File: src/rtl/risc_host_sequencer.sv
// Host-side sequencer for the my_risc core: loads memory over the external access port, starts
// the core, waits for done (or timeout), then streams a result window back out.
module risc_host_sequencer #(
    parameter int unsigned AW      = 7,
    parameter int unsigned DW      = 16,
    parameter int unsigned RD_LAT  = 1,
    parameter int unsigned TIMEOUT = 4096,
    parameter int unsigned CNT_W   = 16
) (
    input  logic          Iclk,
    input  logic          Ireset,
    input  logic          Iload_valid,
    output logic          Oload_ready,
    input  logic [AW-1:0] Iload_addr,
    input  logic [DW-1:0] Iload_data,
    input  logic          Iload_last,
    input  logic [AW-1:0] Idump_base,
    input  logic [AW:0]   Idump_len,
    output logic          Odump_valid,
    output logic [AW-1:0] Odump_addr,
    output logic [DW-1:0] Odump_data,
    output logic          Ocore_access,
    output logic          Ocore_wrb,
    output logic [AW-1:0] Ocore_addr,
    output logic [DW-1:0] Ocore_wdata,
    input  logic [DW-1:0] Icore_rdata,
    output logic          Ocore_start,
    input  logic          Icore_done,
    output logic          Obusy,
    output logic          Odone,
    output logic          Otimeout,
    output logic [CNT_W-1:0] Orun_cycles
);

    typedef enum logic [2:0] {
        StIdle,
        StLoad,
        StStart,
        StRun,
        StDump,
        StDone,
        StErr
    } state_e;

    state_e state_q, state_d;

    logic             access_q, access_d;
    logic             wrb_q, wrb_d;
    logic             start_q, start_d;
    logic [AW-1:0]    addr_q, addr_d;
    logic [DW-1:0]    wdata_q, wdata_d;
    logic             issue_q, issue_d;
    logic             done_q, done_d;
    logic             tmo_q, tmo_d;
    logic [CNT_W-1:0] cnt_q, cnt_d;
    logic [31:0]      tmr_q, tmr_d;
    logic [AW-1:0]    base_q, base_d;
    logic [AW:0]      len_q, len_d;
    logic [AW:0]      iss_q, iss_d;
    logic [AW:0]      rcv_q, rcv_d;

    logic             dump_valid;
    logic [AW-1:0]    dump_addr;

    // Issue stage is the registered core address itself; extra stages track read latency.
    if (RD_LAT == 0) begin : g_lat0
        assign dump_valid = issue_q;
        assign dump_addr  = addr_q;
    end else begin : g_lat
        logic [RD_LAT-1:0] vld_q;
        logic [AW-1:0]     adr_q [RD_LAT];

        always_ff @(posedge Iclk) begin
            if (Ireset) begin
                vld_q <= '0;
                for (int i = 0; i < int'(RD_LAT); i++) begin
                    adr_q[i] <= '0;
                end
            end else begin
                vld_q[0] <= issue_q;
                adr_q[0] <= addr_q;
                for (int i = 1; i < int'(RD_LAT); i++) begin
                    vld_q[i] <= vld_q[i-1];
                    adr_q[i] <= adr_q[i-1];
                end
            end
        end

        assign dump_valid = vld_q[RD_LAT-1];
        assign dump_addr  = adr_q[RD_LAT-1];
    end

    always_comb begin
        state_d  = state_q;
        access_d = access_q;
        wrb_d    = wrb_q;
        start_d  = 1'b0;
        addr_d   = addr_q;
        wdata_d  = wdata_q;
        issue_d  = 1'b0;
        done_d   = done_q;
        tmo_d    = tmo_q;
        cnt_d    = cnt_q;
        tmr_d    = tmr_q;
        base_d   = base_q;
        len_d    = len_q;
        iss_d    = iss_q;
        rcv_d    = rcv_q;
        unique case (state_q)
            StIdle, StLoad, StDone, StErr: begin
                access_d = 1'b1;
                wrb_d    = 1'b1;
                if (Iload_valid) begin
                    wrb_d   = 1'b0;
                    addr_d  = Iload_addr;
                    wdata_d = Iload_data;
                    state_d = StLoad;
                    if (state_q != StLoad) begin
                        done_d = 1'b0;
                        tmo_d  = 1'b0;
                        cnt_d  = '0;
                    end
                    if (Iload_last) begin
                        base_d  = Idump_base;
                        len_d   = Idump_len;
                        state_d = StStart;
                    end
                end
            end
            StStart: begin
                access_d = 1'b0;
                wrb_d    = 1'b1;
                start_d  = 1'b1;
                tmr_d    = '0;
                state_d  = StRun;
            end
            StRun: begin
                access_d = 1'b0;
                wrb_d    = 1'b1;
                if (cnt_q != '1) begin
                    cnt_d = cnt_q + 1'b1;
                end
                tmr_d = tmr_q + 32'd1;
                // Done is checked first so it wins over a coincident timeout.
                if (Icore_done) begin
                    access_d = 1'b1;
                    if (len_q == '0) begin
                        state_d = StDone;
                        done_d  = 1'b1;
                    end else begin
                        state_d = StDump;
                        issue_d = 1'b1;
                        addr_d  = base_q;
                        iss_d   = len_q - 1'b1;
                        rcv_d   = len_q;
                    end
                end else if (TIMEOUT != 0 && tmr_q + 32'd1 == TIMEOUT) begin
                    state_d  = StErr;
                    access_d = 1'b1;
                    tmo_d    = 1'b1;
                end
            end
            StDump: begin
                access_d = 1'b1;
                wrb_d    = 1'b1;
                if (iss_q != '0) begin
                    issue_d = 1'b1;
                    addr_d  = addr_q + 1'b1;
                    iss_d   = iss_q - 1'b1;
                end
                if (dump_valid) begin
                    rcv_d = rcv_q - 1'b1;
                    if (rcv_q == {{AW{1'b0}}, 1'b1}) begin
                        state_d = StDone;
                        done_d  = 1'b1;
                    end
                end
            end
            default: state_d = StIdle;
        endcase
    end

    always_ff @(posedge Iclk) begin
        if (Ireset) begin
            state_q  <= StIdle;
            access_q <= 1'b1;
            wrb_q    <= 1'b1;
            start_q  <= 1'b0;
            addr_q   <= '0;
            wdata_q  <= '0;
            issue_q  <= 1'b0;
            done_q   <= 1'b0;
            tmo_q    <= 1'b0;
            cnt_q    <= '0;
            tmr_q    <= '0;
            base_q   <= '0;
            len_q    <= '0;
            iss_q    <= '0;
            rcv_q    <= '0;
        end else begin
            state_q  <= state_d;
            access_q <= access_d;
            wrb_q    <= wrb_d;
            start_q  <= start_d;
            addr_q   <= addr_d;
            wdata_q  <= wdata_d;
            issue_q  <= issue_d;
            done_q   <= done_d;
            tmo_q    <= tmo_d;
            cnt_q    <= cnt_d;
            tmr_q    <= tmr_d;
            base_q   <= base_d;
            len_q    <= len_d;
            iss_q    <= iss_d;
            rcv_q    <= rcv_d;
        end
    end

    assign Oload_ready  = (state_q == StIdle) || (state_q == StLoad) ||
                          (state_q == StDone) || (state_q == StErr);
    assign Obusy        = !((state_q == StIdle) || (state_q == StDone) || (state_q == StErr));
    assign Odump_valid  = dump_valid;
    assign Odump_addr   = dump_valid ? dump_addr : '0;
    assign Odump_data   = dump_valid ? Icore_rdata : '0;
    assign Ocore_access = access_q;
    assign Ocore_wrb    = wrb_q;
    assign Ocore_addr   = addr_q;
    assign Ocore_wdata  = wdata_q;
    assign Ocore_start  = start_q;
    assign Odone        = done_q;
    assign Otimeout     = tmo_q;
    assign Orun_cycles  = cnt_q;

endmodule

File: config.mk
export PLATFORM = sky130hd
export DESIGN_NAME = risc_host_sequencer
export DESIGN_NICKNAME = d
export VERILOG_FILES = /design/src/rtl/risc_host_sequencer.sv
export SDC_FILE = /design/constraint.sdc
export NUM_CORES = 1
export LEC_CHECK = 0
export ABC_AREA = 1
export CAP_MARGIN = 20
export CORE_MARGIN = 8
export CORE_UTILIZATION = 55
export DETAILED_ROUTE_END_ITERATION = 8
export GPL_TIMING_DRIVEN = 0
export PLACE_DENSITY = 0.82
export SYNTH_ARGS = -nofsm -noshare
export SYNTH_HDL_FRONTEND = slang
export SYNTH_SLANG_ARGS = --single-unit
File: constraint.sdc
create_clock -name Iclk -period 4.2 [get_ports Iclk]
set_input_delay 1.05 -clock Iclk [delete_from_list [all_inputs] [get_ports Iclk]]
set_output_delay 1.05 -clock Iclk [all_outputs]
set_load 0.1 [all_outputs]
==> flow_results.org <==
** Detailed routing
- First-iteration detailed-routing DRC count :: 506
- Via/cell ratio :: 5.20
- After detailed routing, the average wire length per cell comes to 14.6 um.
- The count of nets left with antenna violations once routing finished came out at 0.
- Top layer reached by signal wires :: met4
- After detailed routing, the number of remaining DRC violations is 0.
- The detailed router put a total of 7.85 mm of wire on met1.
- The final route contains 6,645 vias.
- 1st-pass router iterations :: 8
- Met3 routed WL :: 1.51 mm
- The routed design uses 9.03 mm of met2 wire.
- Wires add up to 18.7 mm.

** Synthesis
- Unique masters post-synth :: 48
- Async S/R FF share, synth :: 0%
- Top-area cell type share of the netlist area :: 37.2%
- Synthesis produced 976 cells.
- Counting flops and latches in the post-synthesis netlist gives 119.
- Count of synthesis-stage warnings from yosys :: 0
- Top cell types by occurrence after synthesis :: 241 x nand2_1, 152 x nor2_1, 119 x dfxtp_1
- Cell accounting for the most synthesized area :: dfxtp_1
- By area the synthesized netlist is led by dfxtp_1 37%, nand2_1 14%, nor2_1 8.9%, inv_1 6.7%, o21ai_0 5.8%.
- Number of flops mapped to enable cells by yosys :: 0
- Of the synthesized area, sequential elements account for 37.2%.
- Post-synthesis cell area :: 0.00640 mm2
- The average instance in the mapped netlist occupies 6.56 um2.
- Top flip-flop cell by instance count after synthesis :: dfxtp_1
- Post-Syn Nets :: 1,041
- Among all cell types in the netlist, the one instantiated most often is nand2_1.

** STA
- The worst pin sits at a relative slew slack of 30.3%.
- The number of endpoints with negative hold slack in the final report came to 0.
- Final hold slack :: 410 ps
- For the pin with the worst max-slew slack, the measured transition is 1040 ps.
- Final slew viol count :: 0
- The worst path uses 93.0% of the clock period.
- Based on the critical path, the design can be clocked at up to 256 MHz.
- Summed negative setup slack over all endpoints :: 0 ps
- The clock arrives with 8.13 ps of skew.
- Setup violations remaining at the end of the flow were counted as 0.
- RSZ-0062 raised after global routing :: false
- Post-layout minimum cycle time :: 3910 ps

** Power
- In this run the power density over the cells is 654 mW/mm2.
- Of the total power, the share spent switching nets is 45.8%.
- Of the total power, combinational logic draws 45.2%.
- Of the total power, registers draw 27.4%.
- Net switching power figure :: 2.54 mW
- The internal portion of the total power is 3.00 mW.
- In this run, the clock network consumes 27.3% of the power.
- In this run the static leakage power is 3.51 nW.
- Maximum resistive drop on vdd :: 507 uV

** Worst setup path
- Measured in cells, the most critical reg-to-reg path has a length of 12.
- Reg-to-reg slack, setup :: 1930 ps
- The most critical setup path has its startpoint at Odump_valid.
- Reg2reg start :: tmr_q[0]
- The endpoint identified for the worst register-to-register timing path is state_q[1].
- Critical path capture point type :: primary output
- Of all nets on the critical path, the largest fanout is 10.
- Data arrival time of the critical path :: 2860 ps
- STA puts the critical path data required time at 3150 ps.
- The worst setup path is of the reg2out kind.
- Category of the worst setup path launch point :: flip-flop

** Clock network
- Worst-Skew Late Latency :: 420 ps
- Deepest level of the CTS H-tree :: 4
- Clock root buffer :: clkbuf_16
- The clock drives 119 sinks.
- Clock slew at reported path FFs :: 50 ps
- The number of hold buffers added after CTS was 0.
- Clock Path Buffers :: 2
- Post-CTS sizing :: 0
- In this run the post-CTS setup repair buffer count came out at 0.
- TritonCTS built the clock tree.
- Clock buffers created by TritonCTS :: 17

** Floorplanning
- Die width :: 124 um
- 129 I/O pins were placed.
- The total area inside the core boundary comes to 0.0114 mm2.
- Full die area :: 0.0153 mm2
- The floorplan has 39 rows.
- Measured along the y axis, the die boundary spans 124 um.
- Starting density of the core :: 56.3%

** Global routing
- The via count of the first global-routing pass came to 6,318.
- Global routing used 24.7% of the available tracks.
- After global routing the overflow that remains totals 0.
- Largest net degree at the start of global routing :: 17
- The first global-routing pass estimated 29.9 mm of wire.
- Antenna violations before repair :: 0

** Min path
- Hold path endpoint :: Odump_valid
- The tightest min-delay check is of the reg2reg type.
- The worst hold path passes through 2 cells.
- The startpoint identified for the worst hold timing path is issue_q.

** Finish
- Fill cells in the final layout number 918.
- The net count of the finished layout is 1,187.
- Area delta synth->final :: 32.3%
- The repair_antennas step left the layout with diodes totalling 0.
- Fraction of layout instances using a drive strength above 1 :: 8.28%

** Job
- Max-cap violations in this run came to 0.

** Placed design
- Detailed Place HPWL :: 14.1 mm
- The congestion estimate from routability-driven global placement came to 0.936.
- Buffers on Ports :: 127

** Run status
- The run finished with clean final reports.
routing by layer:
metal  up-vias  track usage, %
li1       3408               -
met1      3000            28.0
met2       208            41.5
met3        29            9.66
met4         0            8.80
met5         -               0
power by group through the flow:
stage	logic, mW	clock network [mW]	registers, mW
after floorplan	1.20	0	2.20
final	2.51	1.51	1.52
after CTS	2.50	1.52	1.52
after detailed placement	2.47	0	1.53
after global placement	2.45	0	1.53
after global routing	2.70	1.57	1.55
cell type report:
| cell class | instances | area, um2 | share of cell area, % |
|---|---|---|---|
| buffer | 33 | 155 | 1.83 |
| clock buffer | 22 | 474 | 5.60 |
| clock inverter | 10 | 143 | 1.68 |
| inverter | 126 | 475 | 5.62 |
| multi-input combinational | 698 | 3390 | 40.0 |
| sequential | 119 | 2380 | 28.1 |
| tap | 143 | 179 | 2.11 |
| timing repair buffer | 127 | 1270 | 15.0 |
cell families (layout without fill, tap and decap cells):
group                    Yosys count  in the layout  synth area share (%)
buffers and inverters            159            318                  9.85
flip-flops                       119            119                  37.2
AND/OR/NAND/NOR                  501            501                  34.7
XOR/XNOR                          15             15                  2.05
AO/OA/AOI/OAI                    176            176                  15.0
adder cells (fa/ha/maj)            6              6                  1.17
critical path: stages (launching register included):
cell,delay [ps]
dfxtp_1,340
clkbuf_1,350
clkbuf_1,390
nand2_1,110
inv_1,90
clkdlybuf4s50_1,1150
sequential cells by signal, indices dropped and copies added (netlist names):
name          count
Odone             1
Ocore_start       1
tmr_q            32
Ocore_wdata      16
Odump_valid       1
base_q            7
state_q           3
iss_q             8
Ocore_access      1
Otimeout          1
issue_q           1
Orun_cycles      16
len_q             8
g_lat.adr_q       7
Ocore_wrb         1
Ocore_addr        7
rcv_q             8
cells in the final DEF (no fill, tap or decap), types with 4 or more instances in the layout:
| master | count |
|---|---|
| inv_1 | 115 |
| nor4_1 | 5 |
| a31oi_1 | 10 |
| a21oi_1 | 63 |
| buf_2 | 7 |
| o21ai_1 | 9 |
| clkbuf_1 | 22 |
| nand3_1 | 31 |
| clkbuf_16 | 17 |
| nor3_1 | 14 |
| nor3_2 | 4 |
| nor2_1 | 152 |
| o21bai_1 | 4 |
| xor2_1 | 9 |
| ha_1 | 6 |
| dfxtp_1 | 119 |
| inv_2 | 9 |
| xnor2_1 | 6 |
| nor2_4 | 8 |
| clkdlybuf4s50_1 | 127 |
| nand2_2 | 12 |
| nand3b_1 | 5 |
| a221oi_1 | 6 |
| nand2_1 | 241 |
| o21ai_0 | 74 |
| nor2_2 | 8 |
| nand4_1 | 7 |
worst max-delay path by stage:
stage | slack [ps] | endpoint | depth (start not counted)
floorplan | 280 | Obusy | 4
finish | 290 | Odump_addr[2] | 5
global placement | 390 | Odump_data[3] | 4
global route | 100 | Odump_addr[4] | 5
detailed placement | 370 | Odump_data[0] | 4
CTS | 260 | Odump_addr[2] | 5
stage by stage:
step	util [%]	area [um2]	instances	power (mW)	setup WS, ps
2_1_floorplan	-	6400	976	3.39	280
3_3_place_gp	69.0	7850	1246	3.98	387
3_5_place_dp	69.0	7850	1246	4.00	370
4_1_cts	74.5	8470	1278	5.54	260
5_1_grt	74.5	8470	1278	5.82	104
6_report	74.5	8470	1278	5.54	292
Power figures use the tool's default switching activity.
